--- src/rtl/eth_tx_sched.sv ---
// Round-robin scheduler sharing one RMII tx path; enforces IFG and start timeout.
// Optional frame/error statistics are built when ETH_TX_SCHED_STATS_EN is defined.
module eth_tx_sched #(
    parameter int pNUM_REQ  = 4,
    parameter int pIFG_CYC  = 48,
    parameter int pSTART_TO = 64
) (
    input  logic                Clk,
    input  logic                Rst_n,
    input  logic [pNUM_REQ-1:0] Req,
    input  logic                Tx_En,
    output logic [pNUM_REQ-1:0] Gnt,
    output logic                Eth_Pkt_Rdy,
    output logic [pNUM_REQ-1:0] Frame_Done,
    output logic                Tx_Err,
    output logic                Busy,
    output logic [15:0]         Tx_Frame_Cnt,
    output logic [15:0]         Tx_Err_Cnt
);

    localparam int PW   = $clog2(pNUM_REQ);
    localparam int CMAX = (pIFG_CYC > pSTART_TO) ? pIFG_CYC : pSTART_TO;
    localparam int CW   = $clog2(CMAX);

    typedef logic [PW:0]   idx_t;
    typedef logic [PW-1:0] ptr_t;
    typedef logic [CW-1:0] cnt_t;

    localparam cnt_t START_LAST = cnt_t'(pSTART_TO - 1);
    localparam cnt_t IFG_LAST   = cnt_t'(pIFG_CYC - 1);
    localparam idx_t NREQ       = idx_t'(pNUM_REQ);
    localparam ptr_t PTR_LAST   = ptr_t'(pNUM_REQ - 1);

    typedef enum logic [1:0] {IDLE, WAIT_START, BUSY, IFG} state_t;

    state_t              state_q, state_d;
    logic [pNUM_REQ-1:0] gnt_q, gnt_d;
    logic [pNUM_REQ-1:0] done_q, done_d;
    ptr_t                ptr_q, ptr_d;
    ptr_t                win_q, win_d;
    cnt_t                cnt_q, cnt_d;
    logic                rdy_q, rdy_d;
    logic                err_q, err_d;
    logic                busy_q, busy_d;

    logic found;
    ptr_t pick;
    ptr_t win_nxt;
    idx_t idx;

    // First asserted request at or above the RR pointer, wrapping around.
    always_comb begin
        found = 1'b0;
        pick  = '0;
        idx   = '0;
        for (int i = 0; i < pNUM_REQ; i++) begin
            idx = idx_t'(ptr_q) + idx_t'(i);
            if (idx >= NREQ) idx = idx - NREQ;
            if (!found && Req[idx[PW-1:0]]) begin
                found = 1'b1;
                pick  = idx[PW-1:0];
            end
        end
    end

    assign win_nxt = (win_q == PTR_LAST) ? '0 : win_q + 1'b1;

    always_comb begin
        state_d = state_q;
        gnt_d   = gnt_q;
        win_d   = win_q;
        ptr_d   = ptr_q;
        cnt_d   = cnt_q;
        rdy_d   = 1'b0;
        err_d   = 1'b0;
        done_d  = '0;
        unique case (state_q)
            IDLE: begin
                if (found) begin
                    state_d     = WAIT_START;
                    gnt_d       = '0;
                    gnt_d[pick] = 1'b1;
                    win_d       = pick;
                    rdy_d       = 1'b1;
                    cnt_d       = '0;
                end
            end
            WAIT_START: begin
                if (Tx_En) begin
                    state_d = BUSY;
                end else if (cnt_q == START_LAST) begin
                    state_d = IFG;
                    gnt_d   = '0;
                    err_d   = 1'b1;
                    cnt_d   = '0;
                    ptr_d   = win_nxt;
                end else begin
                    cnt_d = cnt_q + 1'b1;
                end
            end
            BUSY: begin
                if (!Tx_En) begin
                    state_d       = IFG;
                    gnt_d         = '0;
                    done_d[win_q] = 1'b1;
                    cnt_d         = '0;
                    ptr_d         = win_nxt;
                end
            end
            IFG: begin
                if (cnt_q == IFG_LAST) state_d = IDLE;
                else                   cnt_d   = cnt_q + 1'b1;
            end
            default: state_d = IDLE;
        endcase
        busy_d = (state_d != IDLE);
    end

    always_ff @(posedge Clk or negedge Rst_n) begin
        if (!Rst_n) begin
            state_q <= IDLE;
            gnt_q   <= '0;
            done_q  <= '0;
            ptr_q   <= '0;
            win_q   <= '0;
            cnt_q   <= '0;
            rdy_q   <= 1'b0;
            err_q   <= 1'b0;
            busy_q  <= 1'b0;
        end else begin
            state_q <= state_d;
            gnt_q   <= gnt_d;
            done_q  <= done_d;
            ptr_q   <= ptr_d;
            win_q   <= win_d;
            cnt_q   <= cnt_d;
            rdy_q   <= rdy_d;
            err_q   <= err_d;
            busy_q  <= busy_d;
        end
    end

    assign Gnt         = gnt_q;
    assign Eth_Pkt_Rdy = rdy_q;
    assign Frame_Done  = done_q;
    assign Tx_Err      = err_q;
    assign Busy        = busy_q;

`ifdef ETH_TX_SCHED_STATS_EN
    logic [15:0] fcnt_q, fcnt_d;
    logic [15:0] ecnt_q, ecnt_d;

    // Saturating counters; only reset clears them.
    always_comb begin
        fcnt_d = fcnt_q;
        ecnt_d = ecnt_q;
        if (|done_q && fcnt_q != 16'hFFFF) fcnt_d = fcnt_q + 16'd1;
        if (err_q && ecnt_q != 16'hFFFF)   ecnt_d = ecnt_q + 16'd1;
    end

    always_ff @(posedge Clk or negedge Rst_n) begin
        if (!Rst_n) begin
            fcnt_q <= '0;
            ecnt_q <= '0;
        end else begin
            fcnt_q <= fcnt_d;
            ecnt_q <= ecnt_d;
        end
    end

    assign Tx_Frame_Cnt = fcnt_q;
    assign Tx_Err_Cnt   = ecnt_q;
`else
    assign Tx_Frame_Cnt = 16'h0000;
    assign Tx_Err_Cnt   = 16'h0000;
`endif

endmodule
--- config.mk ---
export PLATFORM = sky130hd
export DESIGN_NAME = eth_tx_sched
export DESIGN_NICKNAME = d
export VERILOG_FILES = /design/src/rtl/eth_tx_sched.sv
export SDC_FILE = /design/constraint.sdc
export NUM_CORES = 1
export LEC_CHECK = 0
export CAP_MARGIN = 20
export CORE_ASPECT_RATIO = 0.6
export CORE_UTILIZATION = 40
export DETAILED_ROUTE_END_ITERATION = 8
export PLACE_DENSITY = 0.73
export RECOVER_POWER = 50
export SETUP_SLACK_MARGIN = 0.4
export SLEW_MARGIN = 30
export SYNTH_ARGS = -nofsm -noshare
export SYNTH_HDL_FRONTEND = slang
export SYNTH_SLANG_ARGS = --single-unit
--- constraint.sdc ---
create_clock -name Clk -period 1.7 [get_ports Clk]
set_input_delay 0.34 -clock Clk [delete_from_list [all_inputs] [get_ports Clk]]
set_output_delay 0.34 -clock Clk [all_outputs]
set_load 0.03 [all_outputs]
# --- Word level (Yosys, flattened, before mapping) ---
# Cells that the tools add are included.
word_totals:
  reg_bits: 23
  in_bits: 7
  output_inout_bits: 43
  word_cells: 110
classes:
  n_addsub: 9
  order_cmp: 12
  n_eq_ne: 11
  mux: 53
  reduce_logical: 16
op_table:
  columns: ["cell", "count"]
  rows:
  - ["2-bit two-way mux", 17]
  - ["6-bit two-way mux", 5]
  - ["4-bit two-way mux", 6]
  - ["6-bit one-hot mux with 4 select lines", 1]
  - ["2-bit by 3-bit less-than comparator with 1-bit output (second input constant)", 6]
  - ["1-bit two-way mux", 15]
  - ["6-bit == test (second input constant)", 2]
  - ["4-bit one-hot mux with 3 select lines", 1]
  - ["2-bit inequality test (second input constant)", 5]
  - ["3-bit >= comparator (second input constant)", 3]
  - ["1-bit binary-select mux with 2-bit select", 4]
  - ["2-bit one-hot mux with 4 select lines", 1]
  - ["4-bit AND reduction", 2]
  - ["2-bit by 1-bit subtractor with 2-bit output (second input constant)", 4]
  - ["2-bit by 2-bit adder with 3-bit output (second input constant)", 2]
  - ["6-bit by 1-bit adder with 6-bit output (second input constant)", 1]
  - ["2-bit == test (second input constant)", 3]
  - ["1-bit logical AND", 5]
  - ["5-bit AND reduction", 1]
  - ["1-bit demux with 2-bit select", 2]
  - ["2-bit by 1-bit >= comparator with 1-bit output (second input constant)", 2]
  - ["2-bit one-hot mux with 2 select lines", 1]
  - ["2-bit nonzero test", 2]
  - ["2-bit by 1-bit adder with 3-bit output (second input constant)", 1]
  - ["other kinds (7)", 9]

# --- Depth between registers and ports, before layout ---
logic_depth:
  ltp_word: 20
  ltp_mapped: 7
  ltp_nobuf: 6

# --- Worst setup path before layout ---
# OpenSTA, ideal clock, no wires.
synth_timing:
  path_kind: "register -> register"
  start: "reg state_q[1]"
  end: "reg cnt_q[5]"
  setup_time_ps: 76
  arrival_ps: 1702
  slack_ps: -79
  stages_incl_launch_ff: 8
  synth_period_minus_slack_ps: 1779
  cell_sequence: "dfrtp_1 > inv_1 > ha_1 > buf_2 > o21ai_2 > o221ai_4 > or4_1 > o21ai_1"
synth_between:
  elab_chain_cells: 3
  elab_cells_between_ends: 10
  cone_classes: "eq/ne (7); mux (1); reduce/logical (2)"
synth_lines:
  columns: ["element", "line_no", "text"]
  rows:
  - ["start, declared", "36", "state_t state_q, state_d;"]
  - ["start signal, assigned", "131", "state_q <= state_d;"]
  - ["2-bit == test, or another cell as far along", "77", "unique case (state_q)"]
  - ["2-bit inequality test (no line)", null, null]
  - ["4-bit AND reduction (no line)", null, null]
  - ["end signal, assigned", "136", "cnt_q <= cnt_d;"]
  - ["end, declared", "41", "cnt_t cnt_q, cnt_d;"]
# Several ways; a longest one is shown, not always the timed one.
# A chain may end at the register's enable or synchronous reset.

# --- Worst setup path in the final report ---
layout_timing:
  start: "reg state_q[1]"
  end: "reg gnt_q[1] (netlist: Gnt[1])"
layout_between:
  elab_chain_cells: 3
  elab_cells_between_ends: 10
  cone_classes: "eq/ne (6); mux (1); reduce/logical (3)"
layout_lines:
  columns: ["element", "line_no", "text"]
  rows:
  - ["2-bit by 1-bit == test with 1-bit output, or another cell as far along", "77", null]
  - ["2-bit inequality test (no line) / 3-bit nonzero test (equally long branches)", null, null]
  - ["5-bit AND reduction (no line)", null, null]
  - ["end signal, assigned", "132", "gnt_q <= gnt_d;"]
  - ["end, declared", "37", "logic [pNUM_REQ-1:0] gnt_q, gnt_d;"]
# Several ways; a longest one is shown, not always the timed one.

==> results.md <==
* Clock transition at path regs at 0.08 ns
* Setup_tns at -0.107 ns
* Async S/R FF share, synth at between 90% and 100%
* Sequential area share after synthesis at 36.0%
* Clock skew at approximately 0.0026 ns
* Final nets at 240
* Chip width at between 80 and 90 um
* Row cnt at 17
* Synth Flop Type: dfrtp_1
* Endpoints failing setup at 6
* Port Buffers at 17
* Total grt overflow at 0
* Drt initial violations at 52
* RSZ-0062 raised after global routing: yes
* Final hold vios at 0
* Slowest CP cell: dfrtp_2
* Core Area at 0.00374 sq mm
* CP peak stage delay at around 0.48 ns
* Fillcell total at 334
* Met3 Resource Use GR at under 10%
* Number of synthesized register bits at 23
* Power density cells at around 1500 mW/mm^2
* First-pass GRT wire length at about 6.1 mm
* Die H at 51.0 um
* Post-synth EDFFs at 0
* Pre-Repair DR Iteration Count at 4
* CP Data Arrival Time at ~1.9 ns
* Crit path time final at roughly 1.7 ns
* Ys Warns at 0
* Actual slew at the worst max-slew pin at slightly above 0.6 ns
* Vias/cell at just under 5
* Vias post-DR at around 1300
* Storage cell area at between 500 and 600 sq um
* Largest net degree at the start of global routing at 24
* Met2 Usage GRT at between 20 and 30%
* Final period util at 103%
* GR peak layer: met2
* Skew-Pair Late Insertion Delay at 0.27 ns
* # IOs at 50
* Avg WL per Cell at roughly 14 um
* Area delta synth->final at 39.5%
* Final core utilization at roughly three fifths
* WP data required at about 1.9 ns
* DRC at 0
* Critical Path Sink Type: flop
* Outcome: finished with violations
* CTS tree: built
* TritonCTS Buffers at 3
* Failing checks: setup timing
* Met1 Use GR at between 20% and 30%
* Clock buffer depth at 2
* Type of origin of the critical path: flop
* Post-DP Area at around 0.0019 sq mm
* Crit-path cells: inv_4, ha_4, nor3_2, a221o_1, or2_4, o31ai_2
* Vias in the first global route at between 1000 and 1500
* Setup WS pre-CTS at -0.370 ns
* Final Slew Violations at 0
* Antenna-violating nets left at 0
* Most frequent cells in the layout: conb_1, buf_4, dfrtp_1
* Post-detail-place hpwl at 2.54 mm
* Crit Path Max Fanout at 6
* Routability cong. at 0.795
* Power Total at about 0.0033 W
* Peak supply drop at approximately 0.72 mV
* Avg Cell Area, Syn at about 9.4 sq um
* Commonest non-fill, non-tap cell in the layout: conb_1
* Ratio of cells with drive above 1 in the final layout at roughly 44%
* Synth unique cells at 42
* Initial antenna violation count at 0
* Detailed-route wire length at 3.81 mm
* Worst hold path class: reg2reg
* Final instance area at 0.00223 sq mm
* N_diodes at 0
* H-tree Lvls at 1
* GRT Util Overall at a little under a fifth
* Area of the multi-input gates at about 0.0011 sq mm
* Leakage power at between 1 and 1.5 nW
* Syn Inst Count at about 170
* Max-cap violation count at 0
* Total Die Area at 0.00426 sq mm
* Slew HR at between 50% and 60%
* Synth Cell Area at ~0.0016 sq mm
* Fmax at between 0.5 and 0.6 GHz
* CTS Root Cell: clkbuf_8
* Fin worst setup slack at -0.0471 ns
* CTS sink count at 23
* Initial Util at between 40 and 50%
* WS Path Type: reg2reg
[metal layers]
metal / vias to the layer above / routed length [um]
met2: 67 / 1680
met5: - / 0
met4: 0 / 45
li1: 636 / -
met3: 6 / 191
met1: 628 / 1900
[area by class of cell]
type,instances,share of cell area [%]
Sequential cell,23,26.0
Clock buffer,3,1.85
Inverter,10,2.02
Multi-Input combinational cell,136,48.4
Tap cell,47,2.64
Timing Repair Buffer,49,18.9
Clock inverter,1,0.224
[cells by family (layout without fill, tap and decap cells)]
| kind of cell | after synthesis | after routing | synth area share (%) |
|---|---|---|---|
| adder cells (fa/ha/maj) | 10 | 10 | 7.82 |
| AND/OR/NAND/NOR | 52 | 52 | 19.4 |
| other | 1 | 32 | 0.235 |
| buffers and inverters | 44 | 63 | 18.0 |
| AO/OA/AOI/OAI | 37 | 38 | 15.8 |
| flip-flops | 23 | 23 | 36.0 |
| multiplexers | 4 | 4 | 2.74 |
[Yosys cell counts (2+ instances only)]
master    instances  area share, %
a21oi_1           8            2.5
o22ai_1           2           0.78
and2_1            5            2.0
and3_1            3            1.2
mux2_2            3            2.1
nand3_1           4            1.3
buf_4            32             15
nand2b_1          6            2.3
ha_1             10            7.8
nor3_1            2           0.63
nor2b_1           2           0.78
o31ai_1           5            2.3
inv_1            10            2.3
nand2_1           8            1.9
a211oi_1          2           0.94
or3_1             3            1.2
nor2_1            8            1.9
o21ai_0           9            2.8
o21ai_1           3           0.94
buf_2             2           0.63
dfrtp_1          23             36
[flip-flops by register name, indices dropped and copies added (netlist names)]
| name | flops |
|---|---|
| win_q | 2 |
| ptr_q | 2 |
| Tx_Err | 1 |
| Busy | 1 |
| Frame_Done | 4 |
| Eth_Pkt_Rdy | 1 |
| Gnt | 4 |
| cnt_q | 6 |
| state_q | 2 |
[repair_timing]
action,4_1_cts,5_1_grt
pin swaps,9,8
buffers inserted,8,2
setup endpoints to repair,33,23
gates resized for setup,71,22
gates cloned,1,0
hold buffers,0,0
[worst max-delay path: cells and delay by family, from the launching register on]
family	cells	cell delay [ns]
and+or+nand+nor	2	0.33
AOI/OAI and AO/OA	2	0.53
buffers and inverters	1	0.11
adders and majority gates	1	0.20
DFF	1	0.48
[worst paths after layout]
check	start	to	slack [ns]	cells after the start
setup / recovery	state_q[1]$_DFF_PN0_	Gnt[1]$_DFFE_PN0P_	-0.05	6
hold / removal	Gnt[3]$_DFFE_PN0P_	Gnt[3]$_DFFE_PN0P_	0.51	2
setup reg to reg	state_q[1]$_DFF_PN0_	Gnt[1]$_DFFE_PN0P_	-0.05	6
hold reg to reg	Gnt[3]$_DFFE_PN0P_	Gnt[3]$_DFFE_PN0P_	0.51	2
max in group asynchronous	Rst_n	state_q[1]$_DFF_PN0_	0.65	2
min in group asynchronous	Rst_n	Frame_Done[2]$_DFF_PN0_	0.60	2
[report_power, final]
group	total, W	internal (W)	switching, W
registers	0.000858	0.000695	0.000163
logic	0.00209	0.000991	0.00110
clock network	0.000344	0.000164	0.000180
total	0.00329	0.00185	0.00144
[metrics by stage]
| stage | instances | hold WS [ns] |
|---|---|---|
| finish | 269 | 0.509 |
| global placement | 254 | 0.501 |
| detailed placement | 254 | 0.504 |
| global route | 269 | 0.518 |
| CTS | 267 | 0.432 |
| floorplan | 202 | 0.0444 |
No activity file was read; power rests on OpenSTA's default activity.
